==> src/rtl/param_sync_fifo.sv <==
`default_nettype none
// ============================================================================
// Module   : param_sync_fifo
// Purpose  : Single-clock synchronous FIFO with configurable width and depth,
//            programmable almost-full / almost-empty thresholds, defined
//            simultaneous read/write behaviour at full and empty, and an
//            optional first-word-fall-through (FWFT) read mode.
// Ports    : clk          - clock, all state changes on rising edge
//            reset        - synchronous active-high reset
//            wr_en        - write request
//            rd_en        - read request
//            d_in         - write data (DATA_W)
//            d_out        - read data (DATA_W), registered
//            full/empty   - occupancy == DEPTH / == 0
//            almost_full  - occupancy >= AF_LEVEL
//            almost_empty - occupancy <= AE_LEVEL
//            wr_ack/wr_err- previous-cycle write accepted / rejected
//            rd_ack/rd_err- previous-cycle read accepted / rejected
//            data_count   - current occupancy, 0..DEPTH (AW+1 bits)
// Revision : 1.0 - initial parametrised release
// ============================================================================
module param_sync_fifo #(
  parameter int DATA_W   = 32,
  parameter int DEPTH    = 8,
  parameter int AW       = $clog2(DEPTH),
  parameter int AF_LEVEL = DEPTH - 1,
  parameter int AE_LEVEL = 1,
  parameter int FWFT     = 0
) (
  input  logic              clk,
  input  logic              reset,
  input  logic              wr_en,
  input  logic              rd_en,
  input  logic [DATA_W-1:0] d_in,
  output logic [DATA_W-1:0] d_out,
  output logic              full,
  output logic              empty,
  output logic              almost_full,
  output logic              almost_empty,
  output logic              wr_ack,
  output logic              wr_err,
  output logic              rd_ack,
  output logic              rd_err,
  output logic [AW:0]       data_count
);

  // --------------------------------------------------------------------------
  // Elaboration-time parameter checks
  // --------------------------------------------------------------------------
  generate
    if (DATA_W < 1) begin : g_bad_width
      $error("param_sync_fifo: DATA_W must be >= 1");
    end
    if ((DEPTH < 2) || ((DEPTH & (DEPTH - 1)) != 0)) begin : g_bad_depth
      $error("param_sync_fifo: DEPTH must be a power of two >= 2");
    end
    if (AW != $clog2(DEPTH)) begin : g_bad_aw
      $error("param_sync_fifo: AW is derived from DEPTH and must not be overridden");
    end
    if ((AE_LEVEL < 0) || (AE_LEVEL >= AF_LEVEL) || (AF_LEVEL > DEPTH)) begin : g_bad_levels
      $error("param_sync_fifo: require 0 <= AE_LEVEL < AF_LEVEL <= DEPTH");
    end
  endgenerate

  localparam logic [AW:0] c_depth    = (AW+1)'(DEPTH);
  localparam logic [AW:0] c_af_level = (AW+1)'(AF_LEVEL);
  localparam logic [AW:0] c_ae_level = (AW+1)'(AE_LEVEL);

  // --------------------------------------------------------------------------
  // State
  // --------------------------------------------------------------------------
  logic [DATA_W-1:0] mem_q [DEPTH];

  logic [AW-1:0]     wr_ptr_q, wr_ptr_d;
  logic [AW-1:0]     rd_ptr_q, rd_ptr_d;
  logic [AW:0]       count_q,  count_d;
  logic [DATA_W-1:0] d_out_q,  d_out_d;
  logic              full_q, empty_q, almost_full_q, almost_empty_q;
  logic              wr_ack_q, wr_err_q, rd_ack_q, rd_err_q;

  logic              rd_accept;
  logic              wr_accept;

  // --------------------------------------------------------------------------
  // Accept decisions and next-state pointers / occupancy
  // --------------------------------------------------------------------------
  always_comb begin
    rd_accept = rd_en & ~empty_q;
    // A write at full is still taken when a read frees a slot in the same cycle.
    wr_accept = wr_en & (~full_q | rd_accept);

    wr_ptr_d = wr_accept ? (wr_ptr_q + AW'(1)) : wr_ptr_q;
    rd_ptr_d = rd_accept ? (rd_ptr_q + AW'(1)) : rd_ptr_q;

    count_d = count_q;
    case ({wr_accept, rd_accept})
      2'b10:   count_d = count_q + (AW+1)'(1);
      2'b01:   count_d = count_q - (AW+1)'(1);
      default: count_d = count_q;
    endcase
  end

  // --------------------------------------------------------------------------
  // Read-data next state
  // --------------------------------------------------------------------------
  generate
    if (FWFT != 0) begin : g_fwft
      // d_out tracks the post-edge head word. When the new head is the word
      // being written at this very edge (FIFO empty, or one entry popped while
      // writing) it is not in memory yet, so take it from d_in.
      always_comb begin
        d_out_d = d_out_q;
        if (count_d != '0) begin
          if (wr_accept && (rd_ptr_d == wr_ptr_q)) begin
            d_out_d = d_in;
          end else begin
            d_out_d = mem_q[rd_ptr_d];
          end
        end
      end
    end else begin : g_registered
      always_comb begin
        d_out_d = d_out_q;
        if (rd_accept) begin
          d_out_d = mem_q[rd_ptr_q];
        end
      end
    end
  endgenerate

  // --------------------------------------------------------------------------
  // Storage array (not cleared by reset)
  // --------------------------------------------------------------------------
  always_ff @(posedge clk) begin
    if (!reset && wr_accept) begin
      mem_q[wr_ptr_q] <= d_in;
    end
  end

  // --------------------------------------------------------------------------
  // Control registers
  // --------------------------------------------------------------------------
  always_ff @(posedge clk) begin
    if (reset) begin
      wr_ptr_q       <= '0;
      rd_ptr_q       <= '0;
      count_q        <= '0;
      d_out_q        <= '0;
      full_q         <= 1'b0;
      empty_q        <= 1'b1;
      almost_full_q  <= 1'b0;
      almost_empty_q <= 1'b1;
      wr_ack_q       <= 1'b0;
      wr_err_q       <= 1'b0;
      rd_ack_q       <= 1'b0;
      rd_err_q       <= 1'b0;
    end else begin
      wr_ptr_q       <= wr_ptr_d;
      rd_ptr_q       <= rd_ptr_d;
      count_q        <= count_d;
      d_out_q        <= d_out_d;
      // Flags are registered from the post-edge occupancy.
      full_q         <= (count_d == c_depth);
      empty_q        <= (count_d == '0);
      almost_full_q  <= (count_d >= c_af_level);
      almost_empty_q <= (count_d <= c_ae_level);
      wr_ack_q       <= wr_accept;
      wr_err_q       <= wr_en & ~wr_accept;
      rd_ack_q       <= rd_accept;
      rd_err_q       <= rd_en & ~rd_accept;
    end
  end

  assign d_out        = d_out_q;
  assign full         = full_q;
  assign empty        = empty_q;
  assign almost_full  = almost_full_q;
  assign almost_empty = almost_empty_q;
  assign wr_ack       = wr_ack_q;
  assign wr_err       = wr_err_q;
  assign rd_ack       = rd_ack_q;
  assign rd_err       = rd_err_q;
  assign data_count   = count_q;

endmodule
`default_nettype wire

==> config.mk <==
export PLATFORM = sky130hd
export DESIGN_NAME = param_sync_fifo
export DESIGN_NICKNAME = d
export VERILOG_FILES = /design/src/rtl/param_sync_fifo.sv
export SDC_FILE = /design/constraint.sdc
export NUM_CORES = 1
export LEC_CHECK = 0
export BUFFER_PORTS_ARGS = -buffer_cell sky130_fd_sc_hd__buf_2
export CAP_MARGIN = 20
export CORE_MARGIN = 5
export CORE_UTILIZATION = 64
export DETAILED_ROUTE_END_ITERATION = 8
export PLACE_DENSITY = 0.83
export SLEW_MARGIN = 25
export SYNTH_ARGS = -nofsm -noshare
export SYNTH_HDL_FRONTEND = slang
export SYNTH_SLANG_ARGS = --single-unit
==> constraint.sdc <==
create_clock -name clk -period 7.4 [get_ports clk]
set_clock_uncertainty 0.05 [all_clocks]
set_input_delay 0.74 -clock clk [delete_from_list [all_inputs] [get_ports clk]]
set_output_delay 0.74 -clock clk [all_outputs]
set_load 0.02 [all_outputs]
==> out/results.md <==
| Result | Reported | Unit |
| --- | --- | --- |
| Yosys warning count | 0 | - |
| Number of max-cap violations | 0 | - |
| Placed Instance Area | 12100 | um2 |
| Unrepaired setup endpoints after global routing | false | - |
| Post-Syn Nets | 620 | - |
| Combinational share of power | 0.149 | - |
| Actual transition at the worst max-transition pin | 0.925 | ns |
| Highest ir drop seen on vdd | 0.213 | mV |
| Top library cells by usage in the layout, fill and taps aside | sky130_fd_sc_hd__edfxtp_1, sky130_fd_sc_hd__buf_2, sky130_fd_sc_hd__mux4_2 | - |
| CTS clk-pin slew, worst paths | 0.06 | ns |
| Core area | 17800 | um2 |
| Final core utilization | 0.741 | - |
| H-tree depth | 1 | - |
| Simple-gate portion of the synthesized area | 0.0199 | - |
| Initial core utilization | 0.645 | - |
| Area growth from synthesis to layout | 14.9 | % |
| Beginning of the worst hold path | rd_en | - |
| Detailed-router iteration count before antenna repair | 5 | - |
| Post-synth design cell area | 11500 | um2 |
| Shortest period the worst path allows | 3.40 | ns |
| Setup TNS | 0 | ns |
| Clock tree sinks | 306 | - |
| First-pass GRT wire length | 34400 | um |
| Clk network pwr share | 0.357 | - |
| Number of top-level design ports | 80 | - |
| CTS buffer count | 29 | - |
| DRC violation count after routing | 0 | - |
| Power density over the cells | 312 | nW/um2 |
| Number of synthesized register bits | 306 | - |
| Antenna fix cells | 0 | - |
| Highest clock frequency the design can meet | 294 | MHz |
| Bufs on Longest Clock Path | 3 | - |
| Most common library cell in the layout ignoring fill and taps | sky130_fd_sc_hd__edfxtp_1 | - |
| Headroom to the max-slew limit | 0.383 | - |
| Vias after detailed routing | 5685 | - |
| Height of the chip | 144 | um |
| Critical path capture point type | flop | - |
| Outcome | finished clean | - |
| Final max-slew violation count | 0 | - |
| Share of layout cells above drive strength 1 | 0.311 | - |
| Number of global-route vias before repair | 6009 | - |
| Largest net degree at the start of global routing | 70 | - |
| Switch share | 0.247 | - |
| GRT Total Usage | 0.221 | - |
| Adder-cell share of the synthesized area | 0.00546 | - |
| Arrival time of the worst setup path | 3.78 | ns |
| Average wire per standard cell | 24.0 | um |
| Remaining antenna violation count after routing | 0 | - |
| Share of the synthesized area in the top cell type | 0.670 | - |
| Clock insertion delay at the later pin of the skew report | 0.53 | ns |
| Detailed Place HPWL | 12100 | um |
| Sequential fraction of design power | 0.494 | - |
| Buffer cell driving the clock tree root | sky130_fd_sc_hd__clkbuf_16 | - |
| Cell variety after synth | 35 | - |
| Crit Reg-Reg Startpoint | empty | - |
| WS Path Type | flop to flop | - |
| Final GP Congestion | 0.778 | - |
| Area of the die | 20700 | um2 |
| Number of filler instances in the final layout | 979 | - |
| Count of final setup violators | 0 | - |
| Worst endpoint required time | 7.78 | ns |
| Category of the worst setup path launch point | flop | - |
| Total number of placement rows | 49 | - |
| Final global-route overflow total | 0 | - |
| DIE WIDTH | 144 | um |
| Hold Path Class | input pin to flop | - |
| Worst slack on hold paths | 0.406 | ns |
| Post-CTS setup repair buffer count | 0 | - |
| Ratio of final minimum period to clock period | 0.460 | - |
| Initial antenna violation count | 0 | - |
| Seq/Total Area, Yosys | 0.758 | - |
| Multiplexer area fraction after synthesis | 0.155 | - |
| Main area contributors after synthesis | sky130_fd_sc_hd__edfxtp_1, sky130_fd_sc_hd__mux4_2, sky130_fd_sc_hd__dfxtp_1 | - |
| P_leak | 4.36 | nW |
| Number of gates given a new drive strength after cts | 0 | - |
| Crit path max fanout | 69 | - |
| Hold buffers post-CTS | 0 | - |
| Gate Count Post-Synth | 579 | - |
| Layout Cell Area excl Fill | 13200 | um2 |
| Number of hold violations in the final report | 0 | - |
| TritonCTS clock tree | built | - |
| Number of port buffers | 79 | - |
| Post-synth top area cell | sky130_fd_sc_hd__edfxtp_1 | - |
| Fraction of the mapped netlist area in compound gates | 0.0369 | - |
| Net Sw Power | 0.00102 | W |
| Main combinational cell family by area after synthesis | multiplexers | - |
| Violation count after the first detailed-route iteration | 533 | - |
| Post-Synthesis Mean Instance Area | 19.8 | um2 |
| Synthesized-area fraction occupied by xor and xnor cells | 0.00676 | - |
| Via-per-instance ratio | 6.16 | - |
| Total wirelength of the detailed-routed design | 22100 | um |
| Int Power | 0.00310 | W |
| Startpoint of the most critical setup path | empty | - |
| Nets@finish | 712 | - |
==> worst paths after layout <==
path	end	slack, ns	cells after the start
setup / recovery	almost_full	4.00	10
hold / removal	rd_err	0.41	2
setup reg to reg	almost_full	4.00	10
hold reg to reg	wr_ack	0.47	1
==> cell type report <==
| class | count | area (um2) | area share |
|---|---|---|---|
| Clock buffer | 37 | 766 | 0.0581 |
| Clock inverter | 17 | 185 | 0.0141 |
| Inverter | 4 | 16.3 | 0.00123 |
| Multi-Input combinational cell | 238 | 2630 | 0.199 |
| Sequential cell | 306 | 8690 | 0.660 |
| Tap cell | 229 | 287 | 0.0217 |
| Timing Repair Buffer | 92 | 601 | 0.0456 |
==> kinds of logic after synthesis <==
family | Yosys count
and+or+nand+nor | 49
DFF | 306
muxes | 98
buffers and inverters | 35
AOI/OAI and AO/OA | 78
xor gates and xnor gates | 8
adders and majority gates | 5
==> stage by stage <==
step / setup slack, ns / power [W] / std cells
2_1_floorplan: 3.46 / 0.00251 / 579
3_3_place_gp: 3.70 / 0.00264 / 863
3_5_place_dp: 3.53 / 0.00267 / 863
4_1_cts: 4.03 / 0.00413 / 917
5_1_grt: 3.74 / 0.00428 / 923
6_report: 4.00 / 0.00411 / 923
==> synth_stat cells (all sizes together) <==
library cell / n
a211oi: 1
a21oi: 38
a22oi: 1
a311oi: 1
a31oi: 2
and2b: 1
and3: 1
buf: 19
clkbuf: 12
dfxtp: 50
edfxtp: 256
ha: 5
inv: 4
mux2i: 34
mux4: 64
nand2: 11
nand2b: 4
nand3: 2
nor2: 22
nor2b: 4
nor3: 2
o21ai: 32
o31ai: 1
o32ai: 1
o41ai: 1
or2: 1
or3: 1
xnor2: 4
xor2: 4
==> per-layer routing <==
layer | share of wire | GRT usage | vias up | wire length [um]
met5 | 0 | 0 | - | 0
met4 | 0.020 | 0.0580 | 0 | 452
met3 | 0.055 | 0.0323 | 42 | 1220
met2 | 0.53 | 0.382 | 204 | 11700
met1 | 0.39 | 0.301 | 2924 | 8730
li1 | - | - | 2515 | -
==> power by group through the flow <==
stage          sequential (W)  combinational, W  clock [W]
2_1_floorplan         0.00210          0.000412          0
3_3_place_gp          0.00206          0.000586          0
3_5_place_dp          0.00207          0.000610          0
4_1_cts               0.00203          0.000616    0.00148
5_1_grt               0.00204          0.000667    0.00157
6_report              0.00203          0.000613    0.00147
==> worst max-delay path, stage by stage, from the launching register on <==
cell,delay [ns]
sky130_fd_sc_hd__dfxtp_1,0.38
sky130_fd_sc_hd__nand2b_1,0.24
sky130_fd_sc_hd__clkinv_2,0.72
sky130_fd_sc_hd__ha_1,0.63
sky130_fd_sc_hd__xor2_1,0.19
sky130_fd_sc_hd__ha_1,0.20
sky130_fd_sc_hd__a21oi_2,0.14
sky130_fd_sc_hd__xnor2_2,0.17
sky130_fd_sc_hd__and2b_1,0.23
sky130_fd_sc_hd__a22oi_1,0.08
sky130_fd_sc_hd__o31ai_1,0.25
==> registers in the layout, indices dropped and copies added, names as in the netlist <==
register / cells
almost_empty: 1
almost_full: 1
d_out: 32
data_count: 4
empty: 1
full: 1
mem_q: 256
rd_ack: 1
rd_err: 1
rd_ptr_q: 3
wr_ack: 1
wr_err: 1
wr_ptr_q: 3
Note: power is estimated with default switching activity, not from simulation.
